--- src/rtl/iob_vexriscv_arb_pkg.sv ---
// Shared definitions for the VexRiscv IOb bus arbiter: bus word widths,
// field offsets inside the packed request/response words, FSM encodings.
package iob_vexriscv_arb_pkg;

    localparam logic [1:0] ST_IDLE   = 2'd0;
    localparam logic [1:0] ST_XFER   = 2'd1;
    localparam logic [1:0] ST_RDWAIT = 2'd2;

    // Response word is {rdata, rvalid, ready}
    localparam int RESP_READY_OFF  = 0;
    localparam int RESP_RVALID_OFF = 1;
    localparam int RESP_RDATA_OFF  = 2;

    // Request word is {valid, addr, wdata, wstrb}
    localparam int REQ_WSTRB_OFF = 0;

    function automatic int req_w(input int addr_w, input int data_w);
        return 1 + addr_w + data_w + data_w / 8;
    endfunction

    function automatic int resp_w(input int data_w);
        return data_w + 2;
    endfunction

    function automatic int req_wdata_off(input int data_w);
        return data_w / 8;
    endfunction

    function automatic int req_addr_off(input int data_w);
        return data_w + data_w / 8;
    endfunction

    function automatic int req_valid_off(input int addr_w, input int data_w);
        return addr_w + data_w + data_w / 8;
    endfunction

endpackage

--- src/rtl/iob_vexriscv_rr_sel.sv ---
// Next-grant picker. Round-robin after last_grant by default; defining
// IOB_VEXRISCV_ARB_FIXED_PRIO_EN selects fixed priority (lowest index wins).
module iob_vexriscv_rr_sel
    import iob_vexriscv_arb_pkg::*;
#(
    parameter int N_REQ = 2,
    parameter int IDX_W = 1
) (
    input  logic [N_REQ-1:0] req,
    input  logic [IDX_W-1:0] last_grant,
    output logic [N_REQ-1:0] sel
);

`ifdef IOB_VEXRISCV_ARB_FIXED_PRIO_EN
    logic unused_last_grant;
    assign unused_last_grant = ^last_grant;

    always_comb begin
        sel = '0;
        for (int i = N_REQ - 1; i >= 0; i--) begin
            if (req[i]) begin
                sel    = '0;
                sel[i] = 1'b1;
            end
        end
    end
`else
    // Distance k from last_grant: walking k downwards lets the nearest requester win.
    always_comb begin
        sel = '0;
        for (int k = N_REQ; k >= 1; k--) begin
            for (int i = 0; i < N_REQ; i++) begin
                if (req[i] && (last_grant == IDX_W'((i - k + N_REQ) % N_REQ))) begin
                    sel    = '0;
                    sel[i] = 1'b1;
                end
            end
        end
    end
`endif

endmodule

--- src/rtl/iob_vexriscv_bus_arb.sv ---
// Shares one IOb memory port between N_REQ requesters, one outstanding
// transaction at a time. Arbitration mode: IOB_VEXRISCV_ARB_FIXED_PRIO_EN.
module iob_vexriscv_bus_arb
    import iob_vexriscv_arb_pkg::*;
#(
    parameter int N_REQ  = 2,
    parameter int ADDR_W = 32,
    parameter int DATA_W = 32
) (
    input  logic                                   clk,
    input  logic                                   rst,
    input  logic [N_REQ*req_w(ADDR_W, DATA_W)-1:0] s_req,
    output logic [N_REQ*resp_w(DATA_W)-1:0]        s_resp,
    output logic [req_w(ADDR_W, DATA_W)-1:0]       m_req,
    input  logic [resp_w(DATA_W)-1:0]              m_resp,
    output logic [N_REQ-1:0]                       grant,
    output logic                                   busy
);

    localparam int REQ_W     = req_w(ADDR_W, DATA_W);
    localparam int RESP_W    = resp_w(DATA_W);
    localparam int STRB_W    = DATA_W / 8;
    localparam int OFF_VALID = req_valid_off(ADDR_W, DATA_W);
    localparam int IDX_W     = (N_REQ > 1) ? $clog2(N_REQ) : 1;

    logic [1:0]       state_q, state_d;
    logic [N_REQ-1:0] grant_q, grant_d;
    logic [IDX_W-1:0] last_q, last_d;
    logic [N_REQ-1:0] req_vld;
    logic [N_REQ-1:0] sel;
    logic [REQ_W-1:0] gnt_req;
    logic [IDX_W-1:0] gnt_idx;
    logic             gnt_is_write;
    logic             m_ready;
    logic             m_rvalid;
    logic [DATA_W-1:0] m_rdata;

    assign m_ready  = m_resp[RESP_READY_OFF];
    assign m_rvalid = m_resp[RESP_RVALID_OFF];
    assign m_rdata  = m_resp[RESP_RDATA_OFF +: DATA_W];

    always_comb begin
        req_vld = '0;
        for (int i = 0; i < N_REQ; i++) begin
            req_vld[i] = s_req[i*REQ_W + OFF_VALID];
        end
    end

    iob_vexriscv_rr_sel #(
        .N_REQ(N_REQ),
        .IDX_W(IDX_W)
    ) u_sel (
        .req       (req_vld),
        .last_grant(last_q),
        .sel       (sel)
    );

    // Granted request; all-zero when nobody owns the bus
    always_comb begin
        gnt_req = '0;
        gnt_idx = '0;
        for (int i = 0; i < N_REQ; i++) begin
            if (grant_q[i]) begin
                gnt_req = s_req[i*REQ_W +: REQ_W];
                gnt_idx = IDX_W'(i);
            end
        end
    end

    assign gnt_is_write = |gnt_req[REQ_WSTRB_OFF +: STRB_W];

    always_comb begin
        state_d = state_q;
        grant_d = grant_q;
        last_d  = last_q;
        case (state_q)
            ST_IDLE: begin
                grant_d = '0;
                if (|req_vld) begin
                    grant_d = sel;
                    state_d = ST_XFER;
                end
            end
            ST_XFER: begin
                // A dropped valid is ignored here: the owner keeps the bus until ready.
                if (m_ready) begin
                    if (gnt_is_write) begin
                        state_d = ST_IDLE;
                        grant_d = '0;
                        last_d  = gnt_idx;
                    end else begin
                        state_d = ST_RDWAIT;
                    end
                end
            end
            ST_RDWAIT: begin
                if (m_rvalid) begin
                    state_d = ST_IDLE;
                    grant_d = '0;
                    last_d  = gnt_idx;
                end
            end
            default: begin
                state_d = ST_IDLE;
                grant_d = '0;
            end
        endcase
    end

    always_ff @(posedge clk or posedge rst) begin
        if (rst) begin
            state_q <= ST_IDLE;
            grant_q <= '0;
            last_q  <= IDX_W'(N_REQ - 1);
        end else begin
            state_q <= state_d;
            grant_q <= grant_d;
            last_q  <= last_d;
        end
    end

    // rvalid is only forwarded in RDWAIT, so one coinciding with ready in XFER is dropped
    always_comb begin
        m_req = gnt_req;
        if (state_q == ST_RDWAIT) begin
            m_req[OFF_VALID] = 1'b0;
        end
        s_resp = '0;
        for (int i = 0; i < N_REQ; i++) begin
            if (grant_q[i]) begin
                if (state_q == ST_XFER) begin
                    s_resp[i*RESP_W + RESP_READY_OFF] = m_ready;
                end
                if ((state_q == ST_RDWAIT) && m_rvalid) begin
                    s_resp[i*RESP_W + RESP_RVALID_OFF]            = 1'b1;
                    s_resp[i*RESP_W + RESP_RDATA_OFF +: DATA_W] = m_rdata;
                end
            end
        end
    end

    assign grant = grant_q;
    assign busy  = (state_q != ST_IDLE);

endmodule

--- config.mk ---
export PLATFORM = sky130hd
export DESIGN_NAME = iob_vexriscv_bus_arb
export DESIGN_NICKNAME = d
export VERILOG_FILES = /design/src/rtl/iob_vexriscv_arb_pkg.sv /design/src/rtl/iob_vexriscv_rr_sel.sv /design/src/rtl/iob_vexriscv_bus_arb.sv
export SDC_FILE = /design/constraint.sdc
export NUM_CORES = 1
export LEC_CHECK = 0
export CAP_MARGIN = 25
export CORE_AREA = 2 2 123 125
export CTS_CLUSTER_DIAMETER = 100
export DETAILED_ROUTE_END_ITERATION = 10
export DIE_AREA = 0 0 125 127
export SYNTH_ARGS = -nofsm -noshare
export SYNTH_HDL_FRONTEND = slang
export SYNTH_SLANG_ARGS = --single-unit
--- constraint.sdc ---
create_clock -name clk -period 2.1 [get_ports clk]
set_input_delay 0.315 -clock clk [delete_from_list [all_inputs] [get_ports clk]]
set_output_delay 0.315 -clock clk [all_outputs]
set_load 0.005 [all_outputs]
# Yosys cells after proc, flatten, opt, wreduce, memory -nomap -nowiden
# Index checks and enable logic that the tools add are counted.
word_totals:
  ff_bits: 5
  rom_bits: 0
  in_bits: 174
  latchBits: 0
  word_cells: 48
  mem_count: 0
  ramBits: 0
  out_inout_bits: 140
classes:
  multipliers: 0
  muxes: 25
  eq_ne: 6
  order_cmp: 0
  n_addsub: 0
  shift: 0
  div: 0
  n_reduce_logical: 13
  bitwise_logic: 1
ops:
  columns: ["operator", "count"]
  rows:
  - ["$mux 69", 2]
  - ["$mux 34", 2]
  - ["$mux 33", 1]
  - ["$mux 2", 10]
  - ["$pmux 2 s3", 2]
  - ["$ne 2x2->1 const B", 4]
  - ["$mux 1", 7]
  - ["$reduce_and 3->1", 2]
  - ["$logic_and 1x1->1", 5]
  - ["$reduce_and 4->1", 1]
  - ["$reduce_bool 2->1", 2]
  - ["$reduce_or 4->1", 1]
  - ["$eq 2x1->1 const B", 1]
  - ["$eq 2x2->1 const B", 1]
  - ["$logic_not 2->1", 1]
  - ["$pmux 1 s2", 1]
  - ["$reduce_or 2->1", 1]
  - ["$not 1->1", 1]

# Logic depth before layout (Yosys ltp)
# Gate-level depths: netlist of run 1.
logic_depth:
  depth_word: 8
  mapped_depth: 5
  mapped_depth_nobuf: 4

# Cells and area by module
# Synthesis of run 1 repeated with hierarchy kept, for this count alone.
hier_totals:
  cells_unflattened: 193
  hier_area_um2: 1417.6
by_module_without_submodules:
  columns: ["module", "seq_area_each_um2", "area_each_um2", "n_inst", "cells_each"]
  rows:
  - ["iob_vexriscv_bus_arb", 126.4, 1398.8, 1, 190]
  - ["iob_vexriscv_rr_sel", 0.0, 18.8, 1, 3]

# Least setup slack after synthesis of run 1
# Ideal clock, no wire load.
synth_timing:
  path_type: "register -> output"
  start: "register grant_q[0], in the netlist grant[0]"
  end: "output m_req[58]"
  path_slack_ps: 409
  t_arrival_ps: 1376
  path_buffers: 3
  required_ps: 1785
  stages_incl_launch_ff: 6
  cell_sequence: "dfrtp_1 -> nor2b_1 -> clkbuf_1 -> buf_2 -> buf_1 -> a22o_1"
synth_via:
  elab_chain_len: 2
synth_lines:
  columns: ["element", "line_no", "source"]
  rows:
  - ["start: declaration", "iob_vexriscv_bus_arb.sv:27", "logic [N_REQ-1:0] grant_q, grant_d;"]
  - ["start signal: assignment", "iob_vexriscv_bus_arb.sv:117", "grant_q <= grant_d;"]
  - ["$mux 69 (2 in a row)", "iob_vexriscv_bus_arb.sv:63", "if (grant_q[i]) begin"]
  - ["end: declaration", "iob_vexriscv_bus_arb.sv:14", "output logic [req_w(ADDR_W, DATA_W)-1:0] m_req,"]
# No other way between the ends.

# Worst setup path in the final report of run 1
layout_timing:
  start: "register state_q[0]"
  end: "output s_resp[9]"
layout_via:
  elab_chain_len: 4
layout_lines:
  columns: ["element", "line_no", "source"]
  rows:
  - ["start: declaration", "iob_vexriscv_bus_arb.sv:26", "logic [1:0] state_q, state_d;"]
  - ["start signal: assignment", "iob_vexriscv_bus_arb.sv:116", "state_q <= state_d;"]
  - ["$eq 2x2->1", "iob_vexriscv_bus_arb.sv:134", "if ((state_q == ST_RDWAIT) && m_rvalid) begin"]
  - ["$logic_and 1x1->1", "iob_vexriscv_bus_arb.sv:134", null]
  - ["$mux 33", "iob_vexriscv_bus_arb.sv:134", null]
  - ["$mux 34", "iob_vexriscv_bus_arb.sv:130", "if (grant_q[i]) begin"]
  - ["end: declaration", "iob_vexriscv_bus_arb.sv:13", "output logic [N_REQ*resp_w(DATA_W)-1:0] s_resp,"]
# No other way between the ends.

==> run_results.csv, run 1 <==
group,metric,value,unit
layout,final_cells,711,
grt,overflow,0,
grt,antenna_found_initial,0,
routing,wl_met1,4.69,mm
critical_path,cp_slowest_cell,"clkdlybuf4s50_1",
layout,fillers,1460,
die,ios,314,
layout,antenna_cells,0,
timing,final_max_slew_viol_count,0,
routing,wl_met3,1.19,mm
yosys,synthArstFlopShare,100,%
routing,drtIter0Drc,75,
routing,route.detailed.drc,0,
yosys,netlist_instances,191,
flow_run,cap_violations,0,
placed_design,port-buffer-count,313,
yosys,synth_fp_nets,365,
timing,skew,0.660,ps
timing,tightest_slew,263,ps
yosys,synth_ff_type,"dfrtp_1",
timing,hold_viol,0,
yosys,yosysTopAreaCell,"a22o_1",
hold_path,hp-class,"input port to async pin",
clocking,cts_made_buffers,3,
die,fp-row-count,44,
layout,fin_nets,702,
yosys,synth_top_area_share,42.7,%
routing,wl_per_cell,17.6,um
yosys,synth_cell_type_count,27,
timing,max_freq,481,MHz
run_status,status,"finished clean",
critical_path,critPathKind,"flop to output port",
clocking,clockBufferDepth,2,
critical_path,cp-start-kind,"flop",
routing,wirelength,12.5,mm
critical_path,crit_path_end_kind,"output port",
placed_design,place.gp.congestion,0.861,
routing,first_pass_iters,4,
critical_path,slowest_delay,500,ps
placed_design,hpwl,9.12,mm
timing,fin_crit_sh,99.1,%
yosys,seq_area_frac_synth,8.94,%
critical_path,cp_cell_sequence,"nor2b_2 -> and3_4 -> buf_6 -> and2_1 -> clkdlybuf4s50_1",
grt,grt_max_degree,71,
placed_design,pre_cts_slack,-129,ps
routing,vias,2913,
die,fp.dieH,127,um
critical_path,cp.required,1780,ps
yosys,synth_area_leaders,"a22o_1 (43%), and2_1 (28%), dfrtp_1 (7.1%)",
yosys,synth-edff-count,0,
clocking,clock_latency,220,ps
timing,slew-limit-headroom,82.4,%
yosys,synth-seq-cells,5,
timing,report.final.setup_viol,0,
clocking,cts_hold_buf,0,
layout,drive_above_1_share,9.87,%
die,initial_core_util,9.80,%
power,ir_drop,0.000356,V
yosys,avgSynthCellArea,7.40,um2
clocking,clkTransAtPathRegs,30,ps
timing,setup_slack,19.1,ps
routing,drtAntennaViolNets,0,
clocking,tritoncts,"done",
die,die_area,0.0159,mm2
routing,viasPerCell,4.10,
die,coreArea,0.0144,mm2
grt,grt_pass1_vias,2974,
routing,wl_met2,6.49,mm
layout,area_growth,284,%
layout,final_cell_mix,"clkdlybuf4s50_1 (185), a22o_1 (69), dlygate4sd2_1 (68)",
power,power,3.82,mW
power,cellPowerDensity,704,mW/mm2
critical_path,path_max_fanout,8,
layout,mostFrequentLayoutCell,"clkdlybuf4s50_1",
die,die_w,125,um
placed_design,placed_cells,685,
timing,period_needed,2080,ps
clocking,cts-root-buf,"clkbuf_16",
routing,routed.top_layer,"met4",
critical_path,cp.arrival,1770,ps
grt,grt_usage,12.9,%
clocking,htree_levels,1,
power,p_leak,3.40,nW
grt,grt_pass1_wl,16.4,mm
yosys,yosys_warnings,0,
clocking,clock_sinks,5,
yosys,syn_area,0.00141,mm2
[timing repair]
item,in CTS,in global routing
setup buffers,4,10
gates cloned,3,5
hold endpoints to repair,0,0
setup endpoints to repair,108,68
gates resized for setup,75,63
pin swaps,0,3
[sequential cells by signal (all words and copies together), names as in the netlist]
| name | flops |
|---|---|
| state_q | 2 |
| last_q | 1 |
| grant | 2 |
[layout make-up]
class,instances,area [um2],area share [%]
inverter,2,7.51,0.138
timing repair buffer,355,3770,69.5
clock buffer,4,78.8,1.45
tap,184,230,4.25
sequential,5,128,2.35
multi-input combinational,161,1210,22.3
[cells in the mapped netlist (2+ instances only)]
master / n
nand2b_1: 2
nor2b_1: 3
or4_1: 2
inv_1: 2
and2_1: 64
nor2_1: 2
a22o_1: 69
dfrtp_1: 4
buf_1: 3
clkbuf_1: 18
nand2_1: 3
and3_1: 4
[worst max-delay path: cells and delay by family (launching register included)]
family | cells | cell delay (ps)
flip-flops | 1 | 380
AND/OR/NAND/NOR | 3 | 520
buffers and inverters | 2 | 640
[routing by layer]
layer / GRT usage (%) / up-vias
met3: 4.56 / 6
met4: 2.81 / 0
met2: 24.0 / 196
met1: 14.2 / 1315
met5: 0 / -
li1: - / 1396
[power breakdown]
part | switching (mW) | internal [mW]
Clock | 0.0581 | 0.251
Sequential | 0.0358 | 0.146
Combinational | 1.27 | 2.06
Total | 1.36 | 2.46
[path summary, 6_finish.rpt]
| check | from | to | slack, ps | depth (start not counted) |
|---|---|---|---|---|
| worst max-delay path | state_q[0] | s_resp[9] | 20 | 5 |
| worst min-delay path | rst | grant[0] | 300 | 2 |
| worst max register to register | grant[1] | last_q | 420 | 5 |
| worst min register to register | state_q[1] | state_q[0] | 540 | 2 |
| max in group asynchronous | rst | last_q | 1560 | 2 |
| min in group clk | state_q[1] | state_q[0] | 540 | 2 |
[per-stage QoR]
stage	utilization, %	setup TNS (ps)	instance area [um2]	hold slack, ps
global route	37.6	-44.6	5420	324
finish	37.6	0	5420	300
CTS	35.1	-970	5060	316
detailed placement	34.1	-3600	4920	531
floorplan	-	0	1410	92.8
global placement	34.1	-955	4920	515
[cells by family after synthesis]
kind of cell	share of synthesized area, %
AOI/OAI and AO/OA	47.7
buffers and inverters	6.99
DFF	8.94
muxes	0.796
and+or+nand+nor	35.6
Power figures use the tool's default switching activity.
==> run 2: changes to the inputs <==
REMOVE_ABC_BUFFERS = 1   (was not set)
==> run 2 against run 1 <==
Effect of this change:
- clock skew up 1.1 ps
- wire length up 4.6%
- first-iteration DRC count down 52%
- sequential share of layout area about the same
- combinational power up 5%
- largest cell class unchanged
- global-route usage up 1.2 points
- critical path type unchanged
- largest power group unchanged
- clock-buffer cell count unchanged
- non-clock buffer count unchanged
- clock power up 4%
- setup slack better by 21 ps
- design area down 0.48%
==> run_results.csv, run 2 (synthesized netlist as in run 1, its figures left out) <==
group,metric,value,unit
run_status,status,"finished clean",
timing,tightest_slew,245,ps
clocking,cts_hold_buf,0,
clocking,clockBufferDepth,2,
routing,drtIter0Drc,36,
power,ir_drop,0.000380,V
power,p_comb_share,87.3,%
routing,vias,2979,
critical_path,cp.required,1780,ps
critical_path,critPathKind,"flop to output port",
routing,wl_per_cell,18.3,um
power,cellPowerDensity,744,mW/mm2
critical_path,cp_top_family,"buffers and inverters",
timing,period_needed,2060,ps
critical_path,slowest_delay,520,ps
critical_path,cp_cell_sequence,"nor2b_4 -> buf_12 -> buf_12 -> a22o_1 -> clkdlybuf4s50_1",
flow_run,cap_violations,0,
routing,viasPerCell,4.17,
power,switching_share,34.6,%
die,coreArea,0.0144,mm2
critical_path,cp-start-kind,"flop",
layout,mostFrequentLayoutCell,"clkdlybuf4s50_1",
critical_path,crit_buf_inv,3,
critical_path,cp_common_cell,"buf_12",
layout,fin_nets,702,
routing,route.detailed.drc,0,
timing,hold_viol,0,
clocking,cts_made_buffers,3,
timing,final_max_slew_viol_count,0,
routing,drtAntennaViolNets,0,
placed_design,placed_cells,680,
timing,skew,1.73,ps
timing,rsz0062_at_grt,"false",
timing,slew-limit-headroom,83.6,%
layout,fin_area,0.00540,mm2
layout,area_growth,282,%
grt,grt_max_degree,42,
power,seq_power_share,4.7,%
grt,overflow,0,
layout,drive_above_1_share,9.87,%
die,die_w,125,um
critical_path,cp_slowest_cell,"clkdlybuf4s50_1",
clocking,clock_sinks,5,
timing,fin_crit_sh,98.1,%
timing,report.final.setup_viol,0,
clocking,tritoncts,"done",
die,fp.dieH,127,um
timing,max_freq,486,MHz
clocking,htree_levels,1,
die,fp-row-count,44,
clocking,clkTransAtPathRegs,40,ps
critical_path,cp.arrival,1740,ps
power,clkPwrFrac,8.0,%
clocking,clock_latency,230,ps
layout,final_cell_mix,"clkdlybuf4s50_1 (184), dlygate4sd2_1 (74), a22o_1 (69)",
power,internal_power,2.63,mW
critical_path,path_max_fanout,7,
placed_design,place.gp.congestion,0.876,
grt,grt_pass1_wl,17.6,mm
placed_design,placed_area,0.00487,mm2
grt,antenna_found_initial,1,
grt,grt_pass1_vias,3095,
placed_design,hpwl,9.95,mm
placed_design,port-buffer-count,313,
die,initial_core_util,9.80,%
critical_path,crit_path_end_kind,"output port",
die,ios,314,
layout,final_cells,715,
routing,first_pass_iters,4,
power,p_switching,1.39,mW
power,p_leak,3.28,nW
die,die_area,0.0159,mm2
grt,grt_usage,14.2,%
clocking,cts-root-buf,"clkbuf_16",
hold_path,hp-class,"input port to async pin",
routing,wirelength,13.1,mm
## run 2: changes by cell type in the layout (fill, tap and decap cells not counted), moves of 2 or more
| cell | previous run | this run |
|---|---|---|
| dlygate4sd2_1 | 68 | 74 |
| dlymetal6s2s_1 | 60 | 55 |
| buf_4 | 22 | 26 |
| buf_12 | 8 | 6 |
| diode_2 | 0 | 4 |
| buf_6 | 5 | 2 |
## run 2: power by group through the flow
stage | Clock (mW) | Combinational (mW) | Sequential (mW)
after floorplan | 0 | 0.968 | 0.297
after global placement | 0 | 3.13 | 0.188
after detailed placement | 0 | 3.13 | 0.193
after CTS | 0.324 | 3.40 | 0.187
after global routing | 0.326 | 3.76 | 0.193
final | 0.321 | 3.51 | 0.188
## run 2: routing by layer
layer  vias to the layer above  track usage (%)  part of all wire (%)
met5                         -                0                     0
met2                       206             26.7                    52
li1                       1403                -                     -
met4                         0             4.31                   3.1
met3                        20             5.49                   9.7
met1                      1350             14.5                    35
## run 2: timing repair
| action | CTS | global route |
|---|---|---|
| cloned | 4 | 4 |
| pin swaps | 1 | 2 |
| hold endpoints to repair | 0 | 0 |
| setup endpoints to repair | 122 | 60 |
| gates resized for setup | 85 | 58 |
| setup buffers | 5 | 14 |
## run 2: through the flow
stage / hold slack [ps] / TNS (ps) / worst slack, ps / power [mW] / util [%]
2_1_floorplan: 92.8 / -168750 / -2400 / 1.27 / -
3_3_place_gp: 521 / -2610 / -129 / 3.32 / 33.8
3_5_place_dp: 546 / -3400 / -113 / 3.32 / 33.8
4_1_cts: 317 / -667 / -66.2 / 3.91 / 35.0
5_1_grt: 331 / 0 / 0.196 / 4.28 / 37.4
6_report: 306 / 0 / 40.6 / 4.02 / 37.4
## run 2: worst reg2reg max path: cells and delay by family (launching register included)
family / cells / cell delay, ps
AOI/OAI and AO/OA: 2 / 460
buffers and inverters: 3 / 520
DFF: 1 / 370
muxes: 1 / 340
and+or+nand+nor: 1 / 140
## run 2: final timing paths
path | from | to | slack [ps] | cells after the start
max in group asynchronous | rst | last_q | 1540 | 2
worst max-delay path | grant[1] | m_req[33] | 40 | 5
min in group clk | grant[1] | grant[1] | 580 | 1
worst min register to register | grant[1] | grant[1] | 580 | 1
worst max register to register | grant[0] | last_q | 200 | 7
worst min-delay path | rst | grant[1] | 310 | 2
## run 2: area by class of cell
cell class                      count  area [um2]
Timing Repair Buffer              355        3730
Clock buffer                        4        78.8
Fill cell                        1460        9030
Antenna cell                        4        10.0
Multi-Input combinational cell    161        1220
Sequential cell                     5         128
Inverter                            2        7.51
Tap cell                          184         230
